==> config.mk <==
export PLATFORM = sky130hd
export DESIGN_NAME = count_seq_ctrl
export DESIGN_NICKNAME = d
export VERILOG_FILES = /design/src/rtl/count_seq_ctrl.sv
export SDC_FILE = /design/constraint.sdc
export NUM_CORES = 1
export LEC_CHECK = 0
export CAP_MARGIN = 0
export CORE_MARGIN = 2
export CORE_UTILIZATION = 55
export CTS_CLUSTER_DIAMETER = 120
export DETAILED_ROUTE_END_ITERATION = 10
export PLACE_DENSITY_LB_ADDON = 0.1
export SLEW_MARGIN = 20
export SYNTH_ARGS = -nofsm -noshare
export SYNTH_HDL_FRONTEND = slang
export SYNTH_SLANG_ARGS = --single-unit
export TNS_END_PERCENT = 30
==> constraint.sdc <==
create_clock -name clk -period 5.6 [get_ports clk]
set_input_delay 0.84 -clock clk [delete_from_list [all_inputs] [get_ports clk]]
set_output_delay 0.84 -clock clk [all_outputs]
set_load 0.03 [all_outputs]
==> src/rtl/count_seq_ctrl.sv <==
// Prescaled step counter: IDLE/RUN/PAUSE sequencer driven by START/STOP/PAUSE.
// Ports: clk, rst, cmd_* handshake and config in; count, busy, paused, tick, done, err out.
module count_seq_ctrl #(
  parameter int PRESC_W = 4,
  parameter int CNT_W   = 4
) (
  input  logic               clk,
  input  logic               rst,
  input  logic               cmd_valid,
  output logic               cmd_ready,
  input  logic [1:0]         cmd_op,
  input  logic [CNT_W-1:0]   cmd_limit,
  input  logic [PRESC_W-1:0] cmd_presc,
  input  logic               cmd_periodic,
  output logic [CNT_W-1:0]   count,
  output logic               busy,
  output logic               paused,
  output logic               tick,
  output logic               done,
  output logic               err
);

  typedef enum logic [1:0] {
    S_IDLE,
    S_RUN,
    S_PAUSE
  } state_t;

  localparam logic [1:0] OP_START = 2'b01;
  localparam logic [1:0] OP_STOP  = 2'b10;
  localparam logic [1:0] OP_PAUSE = 2'b11;

  state_t             state_q, state_d;
  logic [CNT_W-1:0]   cnt_q, cnt_d;
  logic [PRESC_W-1:0] pcnt_q, pcnt_d;
  logic [CNT_W-1:0]   lim_q, lim_d;
  logic [PRESC_W-1:0] pv_q, pv_d;
  logic               per_q, per_d;
  logic               tick_q, tick_d;
  logic               done_q, done_d;
  logic               err_q, err_d;

  logic is_start, is_stop, is_pause;

  assign is_start = cmd_valid && (cmd_op == OP_START);
  assign is_stop  = cmd_valid && (cmd_op == OP_STOP);
  assign is_pause = cmd_valid && (cmd_op == OP_PAUSE);

  always_comb begin
    state_d = state_q;
    cnt_d   = cnt_q;
    pcnt_d  = pcnt_q;
    lim_d   = lim_q;
    pv_d    = pv_q;
    per_d   = per_q;
    tick_d  = 1'b0;
    done_d  = 1'b0;
    err_d   = 1'b0;
    // Any non-NOP command wins over a coincident step.
    unique case (1'b1)
      is_start: begin
        if (cmd_limit == '0) begin
          err_d = 1'b1;
        end else begin
          lim_d   = cmd_limit;
          pv_d    = cmd_presc;
          per_d   = cmd_periodic;
          cnt_d   = '0;
          pcnt_d  = '0;
          state_d = S_RUN;
        end
      end
      is_stop: begin
        cnt_d   = '0;
        pcnt_d  = '0;
        state_d = S_IDLE;
      end
      is_pause: begin
        if (state_q == S_RUN) begin
          state_d = S_PAUSE;
        end else if (state_q == S_PAUSE) begin
          state_d = S_RUN;
        end else begin
          err_d = 1'b1;
        end
      end
      default: begin
        if (state_q == S_RUN) begin
          if (pcnt_q == pv_q) begin
            pcnt_d = '0;
            if (cnt_q < lim_q) begin
              cnt_d = cnt_q + 1'b1;
            end else begin
              tick_d = 1'b1;
              if (per_q) begin
                cnt_d = '0;
              end else begin
                state_d = S_IDLE;
                done_d  = 1'b1;
              end
            end
          end else begin
            pcnt_d = pcnt_q + 1'b1;
          end
        end
      end
    endcase
  end

  always_ff @(posedge clk or posedge rst) begin
    if (rst) begin
      state_q <= S_IDLE;
      cnt_q   <= '0;
      pcnt_q  <= '0;
      lim_q   <= '0;
      pv_q    <= '0;
      per_q   <= 1'b0;
      tick_q  <= 1'b0;
      done_q  <= 1'b0;
      err_q   <= 1'b0;
    end else begin
      state_q <= state_d;
      cnt_q   <= cnt_d;
      pcnt_q  <= pcnt_d;
      lim_q   <= lim_d;
      pv_q    <= pv_d;
      per_q   <= per_d;
      tick_q  <= tick_d;
      done_q  <= done_d;
      err_q   <= err_d;
    end
  end

  assign cmd_ready = ~rst;
  assign count     = cnt_q;
  assign busy      = (state_q != S_IDLE);
  assign paused    = (state_q == S_PAUSE);
  assign tick      = tick_q;
  assign done      = done_q;
  assign err       = err_q;

endmodule

* Yosys cells after proc, flatten, opt, wreduce, memory -nomap -nowiden
Cells that the tools add are included.
Storage, ports and cells: input bits 14, output and inout port bits 10, register bits 22, word-level logic and storage cells 70
Operators by class: mux-type cells 30, reductions and logical operators 15, bitwise logic cells 3, $lt $le $gt $ge 1, add/subtract/negate cells 2, eq/ne operators 10
Operators by type and width (number):
- $mux W4 | 7
- $pmux W4 S3 | 2
- $mux W2 | 7
- $mux W1 | 12
- $reduce_bool A4 Y1 | 3
- $add A4 B1 Y4 const B | 2
- $eq A2 B2 Y1 const B | 3
- $pmux W2 S3 | 1
- $reduce_and A6 Y1 | 1
- $reduce_bool A3 Y1 | 2
- $reduce_and A5 Y1 | 1
- $eq A2 B1 Y1 const B | 2
- $eq A4 B4 Y1 | 1
- $logic_not A4 Y1 | 1
- $lt A4 B4 Y1 | 1
- $ne A4 B1 Y1 const B | 1
- $ne A4 B4 Y1 const B | 1
- $logic_and A1 B1 Y1 | 3
- $ne A3 B2 Y1 const B | 1
- $not A1 Y1 | 3
- $reduce_and A3 Y1 | 1
- $reduce_or A3 Y1 | 1
- $ne A2 B2 Y1 const B | 1
- $pmux W1 S2 | 1
- 2 further kinds | 2

* Longest topological paths before layout
word-level depth 5, gate-level depth with buffers 7, gate-level depth less buffers 7

* Worst setup path after synthesis
OpenSTA, ideal clock, no wires.
path type input to output, from in rst, to out cmd_ready, stages 1, path buffers 0, data arrival time 1.473 ns, path slack 3.287 ns, data required time 4.760 ns, path through inv_1
Between the ends: cells in the longest elaborated chain, start to end 1
RTL lines:
- start, declared | line 8 | input logic rst,
- $not A1 Y1 | line 134 | assign cmd_ready = ~rst;
- end, declared | line 10 | output logic cmd_ready,
Every way passes these cells.

* Worst setup path in the final report
Ends and elaborated chain as after synthesis.

==> key figures <==
Synth
  • Synthesis warning total: 0
  • Post-synthesis instance area: 1250 µm²
  • Most used flip-flop cell after synthesis: dfrtp_1
  • Sequential area share after synthesis: 0.439
  • Number of distinct library cells after synthesis: 40
  • Avg Synthesized Cell Area: between 9 and 10 µm²
  • Asr flop ratio synth: 1.00
  • Synthesis-stage register bit count: 22
  • Number of enable flip-flop cells after synthesis: 0
  • Number of cells produced by synthesis: between 100 and 150
  • Total nets after synthesis: 148

Clock tree
  • Clock slew seen by the registers of the worst setup and hold paths: about 0.12 ns
  • Clock Tree Root: clkbuf_4
  • Buffer count from post-CTS setup fixing: 0
  • Sinks on the clock net: 22
  • Clock latency at the later pin of the worst-skew pair: ~0.32 ns
  • CTS H-tree depth: 1
  • Post-CTS resize count: 0
  • Hold Buf Count CTS: 0
  • Number of CTS-inserted buffers: 3
  • Clock tree from TritonCTS: built
  • Clock tree buffer depth: 2

Critical path
  • Library cell appearing most often on the critical path: clkdlybuf4s50_1
  • Critical path, cell by cell: clkdlybuf4s50_1 > inv_1 > buf_4 > clkdlybuf4s50_1
  • Maximum fanout along the worst path: 23
  • Kind of start point of the critical path: input port
  • Worst Setup End Kind: output pin
  • Critical R2R Capture: count[3]
  • Worst EP required: between 4 and 5 ns
  • Cell with the largest stage delay on the worst path: clkdlybuf4s50_1
  • CP Buf/Inv Count: 4
  • Maximum single-stage delay on the critical path: approximately 0.73 ns
  • CP Data Arrival Time: about 2.3 ns
  • Worst r2r path cells: 5
  • Setup slack of the worst register-to-register path: 3.41 ns
  • Critical path start-end classification: in2out
  • Critical path's top delay family: buffers and inverters
  • Startpoint of the worst-slack reg-to-reg timing path: count[1]

Finish
  • Final core utilization: 0.709
  • Area Growth Syn to Fin: 23.7%
  • Final instance count without filler cells: roughly 180
  • Most common cell after layout, fill and taps aside: nand2_1
  • Post-layout nets: around 180
  • Share of layout cells above drive strength 1: 0.118
  • Diodes inserted: 0
  • Most frequent cells in the layout: nand2_1 (29), clkdlybuf4s50_1 (23), dfrtp_1 (22)

Status
  • Result of the run: finished, final reports clean

Timing
  • Post-layout worst setup margin: between 2 and 2.5 ns
  • Fin Setup TNS: 0 ns
  • Final Max Tran Viols: 0
  • Actual transition at the worst max-transition pin: about 0.62 ns
  • Setup repair after global routing missed its margin: false
  • Setup violators final: 0
  • Highest Clock Rate: between 300 and 400 MHz
  • Clock skew after layout: ~0.0053 ns
  • Hold violation total from the final report: 0
  • Hold slack: a little over 0.5 ns
  • Remaining max-slew budget at the tightest pin: 0.577
  • Crit share post-route: 0.560
  • Clock period minus final worst setup slack: around 3.1 ns

Route
  • Total number of vias: between 1,000 and 1,500
  • DRT antenna net count: 0
  • Mean number of vias per cell: between 5 and 6
  • First-pass DRT Iterations: 4
  • Wire per inst: 14.4 µm
  • Remaining DRCs: 0
  • DRC violation total after the first TritonRoute iteration: 15
  • Total detailed-routing wirelength: 2.61 mm

Placement
  • Cell count after placement: about 180
  • Quantity of I/O buffers inserted on ports: 23
  • DPL Wire Length: a little over 2 mm
  • Weighted congestion at the end of routability-driven global placement: 0.775
  • Dpl ws: 2.43 ns

Floorplan
  • Starting utilization of the core area: 0.573
  • Site Rows: 17
  • Die span in x: between 50 and 60 µm
  • I/O pin count: 24
  • Floorplan die height: 51.8 µm
  • Core Box Area: approximately 2200 µm²
  • Full die area: ~2700 µm²

Hold path
  • Terminating pin of the worst hold path: done
  • Hold_sp: per_q
  • Worst hold path class: reg2reg
  • Hold Path Cell Cnt: 1

Global route
  • Number of global-route vias before repair: ~1,000
  • Number of antenna violations at the first check in global routing: 0
  • Global-route wire length before repair: between 4 and 5 mm
  • Largest net degree at the start of global routing: 24
  • GRT Overall Usage: 0.240
  • GRT overflow: 0

Run
  • Maximum Capacitance Violations: 0

Pwr
  • Maximum vdd drop: 248 µV
  • Power per cell area: 326 nW/µm²
  • Static power due to leakage: between 0.7 and 0.8 nW
-- logic make-up after synthesis --
kind of cell | share of synthesized area
DFF | 0.439
buffers and inverters | 0.0299
and+or+nand+nor | 0.236
AOI/OAI and AO/OA | 0.147
muxes | 0.0339
adders and majority gates | 0.0798
xor gates and xnor gates | 0.0349
-- cell usage after synthesis, types with 2 or more instances --
library cell,number,area (µm²)
nand3_1,2,10.0
nor3_1,2,10.0
o21ai_0,8,40.0
o2bb2ai_1,3,26.3
dfrtp_1,22,551
xor2_1,5,43.8
mux2i_1,2,20.0
nor2_2,2,12.5
a21oi_1,2,10.0
nor2_1,4,15.0
mux2_2,2,22.5
nor4_1,2,12.5
inv_1,7,26.3
ha_1,8,100
or2_2,2,12.5
nand2_1,29,109
-- sequential cells by signal, summed over array words and instances, names as in the netlist --
| register | count |
|---|---|
| pv_q | 4 |
| per_q | 1 |
| done | 1 |
| lim_q | 4 |
| state_q | 2 |
| err | 1 |
| count | 4 |
| tick | 1 |
| pcnt_q | 4 |
-- through the flow --
stage | total power (W) | area (µm²)
2_1_floorplan | 0.000359 | 1250
3_3_place_gp | 0.000409 | 1520
3_5_place_dp | 0.000420 | 1520
4_1_cts | 0.000507 | 1550
5_1_grt | 0.000537 | 1550
6_report | 0.000505 | 1550
-- worst max path at each step --
stage	to	cells past startpoint	startpoint	slack, ns
after detailed placement	cmd_ready	4	rst	2.43
after floorplan	cmd_ready	1	rst	3.29
after CTS	cmd_ready	4	rst	2.43
final	cmd_ready	4	rst	2.46
after global routing	cmd_ready	4	rst	2.34
after global placement	cmd_ready	4	rst	2.45
-- layout make-up --
cell class	count	area (µm²)
Sequential cell	22	551
Fill cell	169	638
Clock buffer	4	36.3
Inverter	7	26.3
Tap cell	28	35.0
Timing Repair Buffer	24	238
Multi-Input combinational cell	96	667
-- per-layer routing --
metal | global-route usage | share of wire | vias up
met5 | 0 | 0 | -
li1 | - | - | 500
met2 | 0.395 | 0.48 | 20
met3 | 0.0374 | 0.028 | 6
met1 | 0.303 | 0.46 | 491
met4 | 0.123 | 0.025 | 0
-- power breakdown --
part           internal [W]  switching, W
Combinational     0.0000880      0.000103
Clock             0.0000398     0.0000499
Sequential         0.000190     0.0000349
Power figures use the tool's default switching activity.
